$ cat src/rtl/readout_frame_packer.sv
// Packs pixel samples into WIDTH_OUTPUT-bit words and hands one word per serializer frame.
// Words are handed over only on the slot WIDTH_OUTPUT-1 -> 0 edge; a missed boundary raises sticky underrun.
module readout_frame_packer #(
  parameter int WIDTH_OUTPUT = 128,
  parameter int PIX_WIDTH    = 8,
  localparam int PIX_PER_WORD = WIDTH_OUTPUT / PIX_WIDTH,
  localparam int SLOT_W       = $clog2(WIDTH_OUTPUT),
  localparam int IDX_W        = (PIX_PER_WORD > 1) ? $clog2(PIX_PER_WORD) : 1
) (
  input  logic                    CLK,
  input  logic                    RST_N,
  input  logic [PIX_WIDTH-1:0]    pix_data,
  input  logic                    pix_valid,
  output logic                    pix_ready,
  input  logic                    clear_flags,
  output logic [WIDTH_OUTPUT-1:0] frame_word,
  output logic                    frame_load,
  output logic                    underrun,
  output logic [SLOT_W-1:0]       slot_count
);

  typedef enum logic {FILL = 1'b0, FULL = 1'b1} state_e;

  localparam logic [SLOT_W-1:0] LAST_SLOT = SLOT_W'(WIDTH_OUTPUT - 1);
  localparam logic [IDX_W-1:0]  LAST_IDX  = IDX_W'(PIX_PER_WORD - 1);

  state_e                  state_q, state_d;
  logic [SLOT_W-1:0]       slot_q, slot_d;
  logic [IDX_W-1:0]        pix_idx_q, pix_idx_d;
  logic [WIDTH_OUTPUT-1:0] frame_word_q, frame_word_d;
  logic                    frame_load_q, frame_load_d;
  logic                    underrun_q, underrun_d;
  logic                    underrun_set;
  logic                    boundary;
  logic                    accept;
  logic [WIDTH_OUTPUT-1:0] staging;

  assign boundary = (slot_q == LAST_SLOT);
  assign accept   = pix_valid && (state_q == FILL);

  // One register per pixel lane; lane k holds the k-th pixel of the word being filled.
  for (genvar gi = 0; gi < PIX_PER_WORD; gi++) begin : g_lane
    logic [PIX_WIDTH-1:0] lane_q;

    always_ff @(posedge CLK or negedge RST_N) begin
      if (!RST_N) begin
        lane_q <= '0;
      end else if (accept && (pix_idx_q == IDX_W'(gi))) begin
        lane_q <= pix_data;
      end
    end

    assign staging[gi*PIX_WIDTH +: PIX_WIDTH] = lane_q;
  end

  always_comb begin
    slot_d       = boundary ? '0 : slot_q + SLOT_W'(1);
    state_d      = state_q;
    pix_idx_d    = pix_idx_q;
    frame_word_d = frame_word_q;
    frame_load_d = 1'b0;
    underrun_set = 1'b0;
    case (state_q)
      FILL: begin
        if (accept) begin
          if (pix_idx_q == LAST_IDX) begin
            pix_idx_d = '0;
            state_d   = FULL;
          end else begin
            pix_idx_d = pix_idx_q + IDX_W'(1);
          end
        end
        // Decision uses the pre-edge state, so a word completed on the boundary edge itself still underruns.
        if (boundary) begin
          underrun_set = 1'b1;
        end
      end
      FULL: begin
        if (boundary) begin
          frame_word_d = staging;
          frame_load_d = 1'b1;
          state_d      = FILL;
        end
      end
      default: state_d = FILL;
    endcase
    underrun_d = underrun_set ? 1'b1 : (clear_flags ? 1'b0 : underrun_q);
  end

  always_ff @(posedge CLK or negedge RST_N) begin
    if (!RST_N) begin
      state_q      <= FILL;
      slot_q       <= '0;
      pix_idx_q    <= '0;
      frame_word_q <= '0;
      frame_load_q <= 1'b0;
      underrun_q   <= 1'b0;
    end else begin
      state_q      <= state_d;
      slot_q       <= slot_d;
      pix_idx_q    <= pix_idx_d;
      frame_word_q <= frame_word_d;
      frame_load_q <= frame_load_d;
      underrun_q   <= underrun_d;
    end
  end

  assign pix_ready  = (state_q == FILL);
  assign frame_word = frame_word_q;
  assign frame_load = frame_load_q;
  assign underrun   = underrun_q;
  assign slot_count = slot_q;

endmodule

$ cat config.mk
export PLATFORM = sky130hd
export DESIGN_NAME = readout_frame_packer
export DESIGN_NICKNAME = d
export VERILOG_FILES = /design/src/rtl/readout_frame_packer.sv
export SDC_FILE = /design/constraint.sdc
export NUM_CORES = 1
export LEC_CHECK = 0
export CAP_MARGIN = 5
export CORE_MARGIN = 2
export CORE_UTILIZATION = 46
export DETAILED_ROUTE_END_ITERATION = 10
export PLACE_DENSITY = 0.81
export SLEW_MARGIN = 20
export SYNTH_ARGS = -nofsm -noshare
export SYNTH_HDL_FRONTEND = slang
export SYNTH_SLANG_ARGS = --single-unit
$ cat constraint.sdc
create_clock -name CLK -period 1.6 [get_ports CLK]
set_input_delay 0.24 -clock CLK [delete_from_list [all_inputs] [get_ports CLK]]
set_output_delay 0.24 -clock CLK [all_outputs]
set_load 0.005 [all_outputs]
## Word-level counts from Yosys, hierarchy flattened

Cells that the tools add are included.

- Output and inout port bits: 138
- Memory bits (read-only): 0
- Memories: 0
- Bits in latches: 0
- Logic and storage cells: 73
- Bits in writable memories: 0
- Bits in registers: 270
- Input bits: 12

- Div/mod/pow operators: 0
- Bitwise logic cells: 1
- Order comparisons: 0
- Reduce and logical (&&, ||, !) cells: 21
- Mux-type cells: 11
- Add/sub/neg operators: 2
- Multipliers: 0
- Equality and inequality tests: 16
- Shifts and indexed selects: 0

Operators by type and width:

| kind | count |
|---|---|
| $eq A4 B4 Y1 const B | 8 |
| $logic_and A1 B1 Y1 | 17 |
| $eq A4 B3 Y1 const B | 4 |
| $eq A4 B2 Y1 const B | 2 |
| $mux W1 | 8 |
| $add A7 B1 Y7 const B | 1 |
| $eq A7 B7 Y1 const B | 1 |
| $mux W7 | 1 |
| $add A4 B1 Y4 const B | 1 |
| $eq A4 B1 Y1 const B | 1 |
| $logic_not A4 Y1 | 1 |
| $mux W4 | 1 |
| $reduce_and A2 Y1 | 2 |
| $pmux W1 S2 | 1 |
| $reduce_bool A2 Y1 | 1 |
| $not A1 Y1 | 1 |

## Longest topological paths before layout

Gate-level depths: netlist of run 1.

- Depth in word-level cells: 4
- Depth in mapped cells: 6
- Depth with buffers taken out: 5

## Least setup slack after synthesis of run 1

No wires, ideal clock.

- Path type: flip-flop to flip-flop
- Start point: register slot_q[0], in the netlist slot_count[0]
- End point: register frame_word_q[100], in the netlist frame_word[100]
- Data required time: 1.475 ns
- Cell stages (with the launch flop): 7
- Period minus slack after synthesis: 1.804 ns
- Arrival: 1.679 ns
- Path buffers: 2
- Library setup time: 0.125 ns
- Setup slack: -0.204 ns
- Path through: dfrtp_1 -> ha_1 -> nand4_1 -> or3_4 -> buf_6 -> buf_6 -> mux2_4

- Longest elaborated chain between the ends: 2

Ends and longest elaborated chain:

| item | RTL line | RTL |
|---|---|---|
| from (decl) | 28 | `logic [SLOT_W-1:0] slot_q, slot_d;` |
| from (signal assigned) | 100 | `slot_q <= slot_d;` |
| $eq A7 B7 Y1 | 38 | `assign boundary = (slot_q == LAST_SLOT);` |
| $reduce_and A2 Y1 (no source line) | - |  |
| to (signal assigned) | 102 | `frame_word_q <= frame_word_d;` |
| to (decl) | 30 | `logic [WIDTH_OUTPUT-1:0] frame_word_q, frame_word_d;` |

Every way passes these cells.
A chain may end at the register's enable or synchronous reset.

## Final worst setup path of run 1

- Start point: register slot_q[0], in the netlist slot_count[0]
- End point: register frame_word_q[83], in the netlist frame_word[83]

Same word-level chain as after synthesis.

==> results of run 1 <==
==> metal layers <==
metal  vias up  GRT usage  share of wire
met5         -          0              0
met2       139     0.3494           0.51
li1       2773          -              -
met1      3247     0.2768           0.44
met4         0    0.05068          0.014
met3        32    0.02603          0.036
==> repair_timing <==
item,CTS,global route
pin swaps,10,7
gates resized for setup,209,50
setup buffers,62,11
setup endpoints to repair,357,263
endpoints found under the hold margin,245,0
hold buffers,1,0
==> registers in the layout, summed over array words and instances, names as in the netlist <==
name / count
frame_load: 1
frame_word: 128
g_lane.lane_q: 128
pix_idx_q: 4
slot_count: 7
state_q: 1
underrun: 1
==> final timing paths <==
path / from / endpoint / slack (ns)
min in group CLK: clear_flags / underrun / 0.33
max reg2reg: slot_count[0] / frame_word[83] / -0.22
min reg2reg: g_lane[1].lane_q[2] / frame_word[10] / 0.50
max in group asynchronous: RST_N / g_lane[12].lane_q[6] / 0.75
min: RST_N / g_lane[7].lane_q[6] / 0.20
max: slot_count[0] / frame_word[83] / -0.22
==> layout make-up <==
type                       instances  area, sq um
clock inverter                     5        68.82
fill                            1589         7809
sequential                       270         6758
timing repair buffer             290         2708
multi-input combinational        318         4185
inverter                           6        22.52
clock buffer                      43        835.8
tap                              313        391.6
==> synthesized netlist by cell type <==
cell type,instances
a21oi_1,2
and3_1,1
buf_2,2
buf_4,1
buf_6,14
clkbuf_1,8
dfrtp_1,270
ha_1,5
inv_1,5
inv_2,1
mux2_2,136
mux2_4,120
nand2_1,7
nand2b_1,3
nand3_1,5
nand3b_1,3
nand4_1,3
nor2_1,5
nor2_2,8
nor2b_1,1
nor3_2,2
nor3b_2,2
o211ai_1,1
o21ai_0,3
o22ai_1,1
o31ai_1,1
o32ai_1,1
o41ai_1,1
or3_1,1
or3_4,1
xnor2_1,2
xor2_1,3
==> metrics by stage <==
step	TNS, ns	hold slack, ns
CTS	-26.75	0.1987
global route	-43.59	0.2105
floorplan	-26.94	-0.05559
finish	-31.72	0.1992
global placement	-52.70	0.1542
detailed placement	-55.84	0.1572
==> power by group through the flow <==
| stage | combinational [mW] | clock, mW | sequential [mW] |
|---|---|---|---|
| 5_1_grt | 0.435 | 6.71 | 6.87 |
| 6_report | 0.396 | 6.33 | 6.87 |
| 3_3_place_gp | 0.359 | 0 | 6.99 |
| 2_1_floorplan | 0.0652 | 0 | 6.99 |
| 4_1_cts | 0.380 | 6.44 | 6.87 |
| 3_5_place_dp | 0.366 | 0 | 6.99 |
==> cells by family (layout without fill, tap and decap cells) <==
group                    Yosys count  count (layout)
AO/OA/AOI/OAI                     10              10
XOR/XNOR                           5               5
adder cells (fa/ha/maj)            5               5
buffers and inverters             31             344
flip-flops                       270             270
multiplexers                     256             256
AND/OR/NAND/NOR                   42              42
==> worst reg2reg max path, stage by stage, from the launching register on <==
cell     delay, ns
dfrtp_1       0.35
ha_2          0.18
nand4_1       0.12
or3_4         0.47
buf_12        0.24
mux2_4        0.34
==> flow_summary.json, run 1 <==
{
  "row_count": 55,
  "fin_ws_ns": -0.2201,
  "setup_viol": 208,
  "total_power_mw": 13.59,
  "wl_microns": 25020,
  "ioPinCount": 150,
  "netlist_area_sq_mm": 0.01074,
  "clockPowerShare": 0.465,
  "yosysWarnings": 0,
  "path_buf_inv": 1,
  "internal-power_mw": 10.72,
  "timing.final.hold_violations": 0,
  "maxSlewHeadroom": 0.7635,
  "rsz0062_at_grt": "yes",
  "antenna_found_initial": 0,
  "start_kind": "flip-flop",
  "dpl_worst_slack_ns": -0.4221,
  "core_area_sq_mm": 0.02278,
  "p_per_area_mw_per_mm2": 907.9,
  "synth_top_family_by_area": "multiplexers",
  "place_area_sq_mm": 0.01324,
  "worstMarginPinSlew_ns": 0.3548,
  "layout_commonest_cell": "dfrtp_1",
  "cp_data_required_time_ns": 2.00,
  "crit_path_end_kind": "flip-flop",
  "hpwl_microns": 14550,
  "vias": 6191,
  "fin_util": 0.6572,
  "ant_nets": 0,
  "nNetsFinal": 930,
  "cts_buffers": 27,
  "clkSlewWorstSetupHoldPaths_ns": 0.06,
  "ys_ff_latch": 270,
  "post-route-period-util": 1.138,
  "port_buffers": 149,
  "syn_to_final_growth_pct": 39.34,
  "seq_power_share": 0.505,
  "synthDistinctLibCells": 32,
  "first_iter_violations": 300,
  "post-route-min-period_ns": 1.820,
  "violations": "setup timing",
  "yosys.area_share.xor_xnor": 0.004076,
  "dieArea_sq_mm": 0.02459,
  "slew_violations": 0,
  "synthSimpleGateAreaFrac": 0.02376,
  "grt-ovfl-total": 0,
  "synth_top_area_cell": "dfrtp_1",
  "combPwrFrac": 0.029,
  "hp-class": "in -> async",
  "grt_pass1_wl_microns": 38870,
  "power_leakage_nw": 8.309,
  "drc": 0,
  "diodes": 0,
  "critPathKind": "reg -> reg",
  "placedCellCount": 1123,
  "final.setup_skew_ns": 0.02719,
  "fin_area_sq_mm": 0.01497,
  "cp_slowest_stage_delay_ns": 0.47,
  "start_util": 0.4716,
  "fp.dieH_microns": 156.8,
  "drt_first_pass_iters": 4,
  "clkLatencyLatePin_ns": 0.54,
  "cp_top_family": "simple AND/OR/NAND/NOR gates",
  "final_cells": 1245,
  "cts_tree": "built",
  "synth_top_area_frac": 0.6289,
  "cp.arrival_ns": 2.22,
  "htreeDepth": 1,
  "status": "complete, but fails checks",
  "cts.path.max_buffers": 3,
  "synth_area_leaders": "dfrtp_1 63%, mux2_4 17%, mux2_2 14%",
  "cts-root-buf": "clkbuf_16",
  "syn_area_per_cell_sq_um": 17.36,
  "p_sw_frac": 0.2112,
  "synth_fp_nets": 636,
  "clock_sinks": 270,
  "grt.total_usage": 0.2040,
  "vias_per_cell": 4.973,
  "max_freq_ghz": 0.5494,
  "synth_mux_area_frac": 0.3103,
  "switchingPower_mw": 2.870,
  "layout_common_cells": "269 x dfrtp_1, 203 x mux2_4, 133 x dlygate4sd2_1, 100 x buf_4, 53 x mux2_2",
  "crit_cells": 5,
  "place_congestion": 0.8101,
  "layout-drive-gt1-share": 0.5032,
  "worstRegToRegCells": 5,
  "synthAdderAreaFrac": 0.005823,
  "slowest_stage": "or3_4",
  "synth_compound_area_frac": 0.005940,
  "cp_max_fo": 28,
  "grt_pass1_vias": 6647,
  "crit_chain": "ha_2 -> nand4_1 -> or3_4 -> buf_12 -> mux2_4",
  "max-cap-violations": 0,
  "netlist_instances": 619,
  "die_x_microns": 156.8,
  "yosysSeqAreaShare": 0.6289,
  "wl_per_cell_microns": 20.10,
  "grt_max_degree": 58,
  "vdd_drop_max_mv": 0.6126
}
No activity file was read; power rests on OpenSTA's default activity.
==> run 2: changes to the inputs <==
--- a/config.mk
+++ b/config.mk
@@ -7,9 +7,9 @@
 export LEC_CHECK = 0
 export CAP_MARGIN = 5
 export CORE_MARGIN = 2
-export CORE_UTILIZATION = 46
+export CORE_UTILIZATION = 35
 export DETAILED_ROUTE_END_ITERATION = 10
-export PLACE_DENSITY = 0.81
+export PLACE_DENSITY = 0.66
 export SLEW_MARGIN = 20
 export SYNTH_ARGS = -nofsm -noshare
 export SYNTH_HDL_FRONTEND = slang
==> run 2 against run 1 <==
Net effect: the run still ends with setup timing left; fmax down 4.2%; non-clock buffer count shrank 5; sequential share of layout area decreased by 0.45 points; clock power is 6.3% higher; first-iteration DRC count shrank 11%; clock skew is 0.0098 ns lower; utilization decreased by 16 points; die area rose by 31%; final area up 1.0%; hold slack improved by 0.015 ns.
==> flow_summary.json, run 2 (same netlist as run 1, synthesis figures left out) <==
{
  "status": "complete, but fails checks",
  "violations": "setup timing",
  "total_power_mw": 14.01,
  "layout-drive-gt1-share": 0.5070,
  "fin_ws_ns": -0.2999,
  "hpwl_microns": 14700,
  "num-fill-cells": 2614,
  "drt_first_pass_iters": 4,
  "max_freq_ghz": 0.5263,
  "internal-power_mw": 11.09,
  "max-cap-violations": 0,
  "cp_max_fo": 58,
  "p_per_area_mw_per_mm2": 926.2,
  "fp.dieH_microns": 179.2,
  "p_sw_frac": 0.2085,
  "drc": 0,
  "syn_to_final_growth_pct": 40.79,
  "slowest_stage": "or3_4",
  "worstMarginPinSlew_ns": 0.4704,
  "grt_pass1_vias": 6604,
  "cp_slowest_stage_delay_ns": 0.41,
  "vias": 6096,
  "grt-ovfl-total": 0,
  "dieArea_sq_mm": 0.03211,
  "crit_chain": "ha_2 -> nand4_1 -> or3_4 -> buf_12 -> mux2_4",
  "wl_per_cell_microns": 18.48,
  "setup_viol": 200,
  "cp_top_family": "simple AND/OR/NAND/NOR gates",
  "ant_nets": 0,
  "layout_commonest_cell": "dfrtp_1",
  "port_buffers": 149,
  "critPathKind": "reg -> reg",
  "cts_buffers": 29,
  "worstRegToRegCells": 5,
  "startpoint": "slot_count[1]",
  "clockPowerShare": 0.480,
  "final.setup_skew_ns": 0.01738,
  "htreeDepth": 1,
  "vdd_drop_max_mv": 0.7225,
  "path_buf_inv": 1,
  "ioPinCount": 150,
  "grt_pass1_wl_microns": 38550,
  "clkSlewWorstSetupHoldPaths_ns": 0.06,
  "start_util": 0.3530,
  "clock_sinks": 270,
  "power_leakage_nw": 8.348,
  "rsz0062_at_grt": "yes",
  "slew_violations": 0,
  "grt_max_degree": 59,
  "grt.total_usage": 0.1560,
  "cts.path.max_buffers": 3,
  "start_kind": "flip-flop",
  "cp_data_required_time_ns": 2.00,
  "layout_common_cells": "267 x dfrtp_1, 217 x mux2_4, 133 x dlygate4sd2_1, 103 x buf_4, 39 x mux2_2",
  "post-route-min-period_ns": 1.900,
  "vias_per_cell": 4.601,
  "row_count": 64,
  "cts-root-buf": "clkbuf_16",
  "placedCellCount": 1206,
  "place_congestion": 0.7633,
  "switchingPower_mw": 2.921,
  "core_area_sq_mm": 0.03043,
  "nNetsFinal": 927,
  "maxSlewHeadroom": 0.6864,
  "combPwrFrac": 0.029,
  "cts_tree": "built",
  "final.setup.tns_ns": -36.42,
  "timing.final.hold_violations": 0,
  "r2r-start": "slot_count[1]",
  "wl_microns": 24480,
  "crit_path_end_kind": "flip-flop",
  "diodes": 0,
  "r2r-end": "frame_word[25]",
  "die_x_microns": 179.2,
  "cp.arrival_ns": 2.30,
  "first_iter_violations": 268,
  "hp-class": "in -> async",
  "r2r_slack_ns": -0.30,
  "final_cells": 1325,
  "post-route-period-util": 1.187,
  "clkLatencyLatePin_ns": 0.53,
  "seq_power_share": 0.490,
  "antenna_found_initial": 1
}
==> run 2: cell count changes in the layout (fill, tap and decap cells not counted), moves of 3 or more <==
cell / delta
buf_4: +3
buf_6: -8
clkbuf_8: -3
clkbuf_1: -3
mux2_4: +14
clkinv_2: +5
mux2_2: -14
==> run 2: per-stage QoR <==
| stage | setup WS, ns | hold WS, ns | cell area [sq um] | utilization |
|---|---|---|---|---|
| 2_1_floorplan | -0.2027 | -0.05559 | 10840 | - |
| 3_3_place_gp | -0.3981 | 0.1731 | 13340 | 0.4384 |
| 3_5_place_dp | -0.3964 | 0.1778 | 13340 | 0.4384 |
| 4_1_cts | -0.2723 | 0.1944 | 14940 | 0.4910 |
| 5_1_grt | -0.3550 | 0.2268 | 15120 | 0.4970 |
| 6_report | -0.2999 | 0.2147 | 15120 | 0.4970 |
==> run 2: layout make-up <==
cell class | count | area (sq um) | share of cell area
Clock buffer | 39 | 833.3 | 0.05510
Timing Repair Buffer | 285 | 2625 | 0.1736
Sequential cell | 270 | 6760 | 0.4470
Multi-Input combinational cell | 318 | 4253 | 0.2812
Inverter | 6 | 25.02 | 0.001655
Tap cell | 396 | 495.5 | 0.03276
Clock inverter | 11 | 132.6 | 0.008769
==> run 2: per-layer routing <==
metal,GRT usage,part of all wire,vias to the layer above,wire [microns]
met5,0,0,-,0
met4,0.03394,0.014,0,341
met3,0.02417,0.040,25,980
met2,0.2596,0.48,122,11850
met1,0.2160,0.46,3190,11310
li1,-,-,2759,-
==> run 2: worst max path at each step <==
stage | to | slack (ns) | depth (start not counted)
after floorplan | frame_word[100] | -0.20 | 6
after global routing | frame_word[79] | -0.35 | 5
after global placement | g_lane[10].lane_q[5] | -0.40 | 6
after detailed placement | g_lane[10].lane_q[7] | -0.40 | 6
final | frame_word[25] | -0.30 | 5
after CTS | frame_word[87] | -0.27 | 5
==> run 2: what timing repair did <==
item                                    in CTS  in global routing
endpoints found under the setup margin     370                262
buffers inserted                            61                  7
hold endpoints to repair                   114                  0
hold buffers                                 1                  0
pin swaps                                   16                  8
gates resized for setup                    226                 43
==> run 2: power by group through the flow <==
stage | combinational, mW | clock (mW) | sequential (mW)
after floorplan | 0.0652 | 0 | 6.99
after global placement | 0.379 | 0 | 6.99
after detailed placement | 0.383 | 0 | 6.99
after CTS | 0.413 | 6.93 | 6.87
after global routing | 0.455 | 7.25 | 6.87
final | 0.412 | 6.73 | 6.87
==> run 3: changes to the inputs <==
--- a/config.mk
+++ b/config.mk
@@ -10,6 +10,7 @@
 export CORE_UTILIZATION = 35
 export DETAILED_ROUTE_END_ITERATION = 10
 export PLACE_DENSITY = 0.66
+export REMOVE_ABC_BUFFERS = 1
 export SLEW_MARGIN = 20
 export SYNTH_ARGS = -nofsm -noshare
 export SYNTH_HDL_FRONTEND = slang
==> run 3 against run 2 <==
Net effect: setup slack gained 0.058 ns; combinational power down 6.1%; routed wire length barely moved; the flow still finishes with violations (setup timing); critical path depth unchanged.
==> flow_summary.json, run 3 (same netlist as run 1, synthesis figures left out) <==
{
  "clkLatencyLatePin_ns": 0.54,
  "post-route-period-util": 1.151,
  "row_count": 64,
  "nNetsFinal": 936,
  "cp.arrival_ns": 2.26,
  "max-cap-violations": 0,
  "wl_microns": 24460,
  "die_x_microns": 179.2,
  "total_power_mw": 14.23,
  "start_util": 0.3530,
  "finalHoldWorstSlack_ns": 0.1753,
  "fin_ws_ns": -0.2419,
  "layout_commonest_cell": "dfrtp_1",
  "worstMarginPinSlew_ns": 0.4071,
  "place_area_sq_mm": 0.01320,
  "ant_nets": 0,
  "maxSlewHeadroom": 0.7276,
  "violations": "setup timing",
  "ioPinCount": 150,
  "port_buffers": 149,
  "place_congestion": 0.7437,
  "slew_violations": 0,
  "cp_max_fo": 34,
  "fin_area_sq_mm": 0.01514,
  "cts.path.max_buffers": 3,
  "final.setup.tns_ns": -28.97,
  "first_iter_violations": 212,
  "fp.dieH_microns": 179.2,
  "antenna_found_initial": 0,
  "setup_viol": 208,
  "clock_sinks": 270,
  "diodes": 0,
  "r2r-start": "slot_count[1]",
  "vdd_drop_max_mv": 0.6057,
  "syn_to_final_growth_pct": 40.94,
  "cts_tree": "built",
  "startpoint": "slot_count[1]",
  "grt_max_degree": 54,
  "fin_util": 0.4976,
  "num-fill-cells": 2638,
  "start_kind": "flip-flop",
  "post-route-min-period_ns": 1.842,
  "dieArea_sq_mm": 0.03211,
  "drc": 0,
  "cp_data_required_time_ns": 2.02,
  "max_freq_ghz": 0.5429,
  "cts_buffers": 29,
  "vias": 6179,
  "grt-ovfl-total": 0,
  "clkSlewWorstSetupHoldPaths_ns": 0.06,
  "grt_pass1_wl_microns": 38730,
  "core_area_sq_mm": 0.03043,
  "grt.total_usage": 0.1544,
  "hpwl_microns": 14760,
  "final.setup_skew_ns": 0.01144,
  "hp-class": "in -> async",
  "drt_first_pass_iters": 4,
  "wl_per_cell_microns": 18.28,
  "layout-drive-gt1-share": 0.5064,
  "p_per_area_mw_per_mm2": 940.2,
  "vias_per_cell": 4.618,
  "timing.final.hold_violations": 0,
  "layout_common_cells": "269 x dfrtp_1, 208 x mux2_4, 130 x dlygate4sd2_1, 109 x buf_4, 48 x mux2_2",
  "power_leakage_nw": 8.364,
  "status": "complete, but fails checks",
  "rsz0062_at_grt": "yes",
  "htreeDepth": 1,
  "crit_path_end_kind": "flip-flop",
  "critPathKind": "reg -> reg",
  "cts-root-buf": "clkbuf_16",
  "grt_pass1_vias": 6695
}
-- run 3: report_power, final --
| part | leakage [nW] | switching [mW] | internal, mW |
|---|---|---|---|
| clock | 0.497 | 2.63 | 4.35 |
| combinational | 4.14 | 0.259 | 0.128 |
| sequential | 3.73 | 0.0150 | 6.85 |
| total | 8.36 | 2.90 | 11.3 |
-- run 3: repair_timing --
action | CTS | global route
setup buffers | 70 | 9
hold buffers | 1 | 0
pin swaps | 11 | 8
gates resized for setup | 236 | 44
endpoints found under the setup margin | 356 | 264
endpoints found under the hold margin | 270 | 0
cloned | 1 | 0
-- run 3: area by class of cell --
type	count	area, sq um	share of cell area
sequential	270	6758	0.4463
tap	396	495.5	0.03272
clock inverter	9	151.4	0.009999
inverter	6	25.02	0.001653
clock buffer	45	865.8	0.05719
timing repair buffer	294	2693	0.1778
multi-input combinational	318	4153	0.2743
-- run 3: layer usage --
layer | vias to the layer above | global-route usage | routed length, microns
li1 | 2789 | - | -
met1 | 3235 | 0.2198 | 11520
met2 | 128 | 0.2479 | 11450
met3 | 27 | 0.03011 | 1168
met4 | 0 | 0.02755 | 322
met5 | - | 0 | 0
-- run 3: path summary, 6_finish.rpt --
check	slack [ns]	depth (start not counted)	end
worst max-delay path	-0.24	5	frame_word[72]
min in group CLK	0.28	2	underrun
max in group asynchronous	0.77	3	frame_word[48]
worst max register to register	-0.24	5	frame_word[72]
worst min-delay path	0.18	2	frame_word[16]
worst min register to register	0.50	1	frame_word[15]
-- run 3: per-stage QoR --
step	instances	setup WS, ns
after floorplan	594	-1.180
after global placement	1203	-0.2994
after detailed placement	1203	-0.2831
after CTS	1329	-0.2282
after global routing	1338	-0.3003
final	1338	-0.2419
-- run 3: worst max-delay path, cell delays in order, from the launching register on --
cell,delay [ns]
dfrtp_1,0.36
ha_2,0.18
nand4_1,0.12
or3_4,0.47
buf_12,0.24
mux2_4,0.33
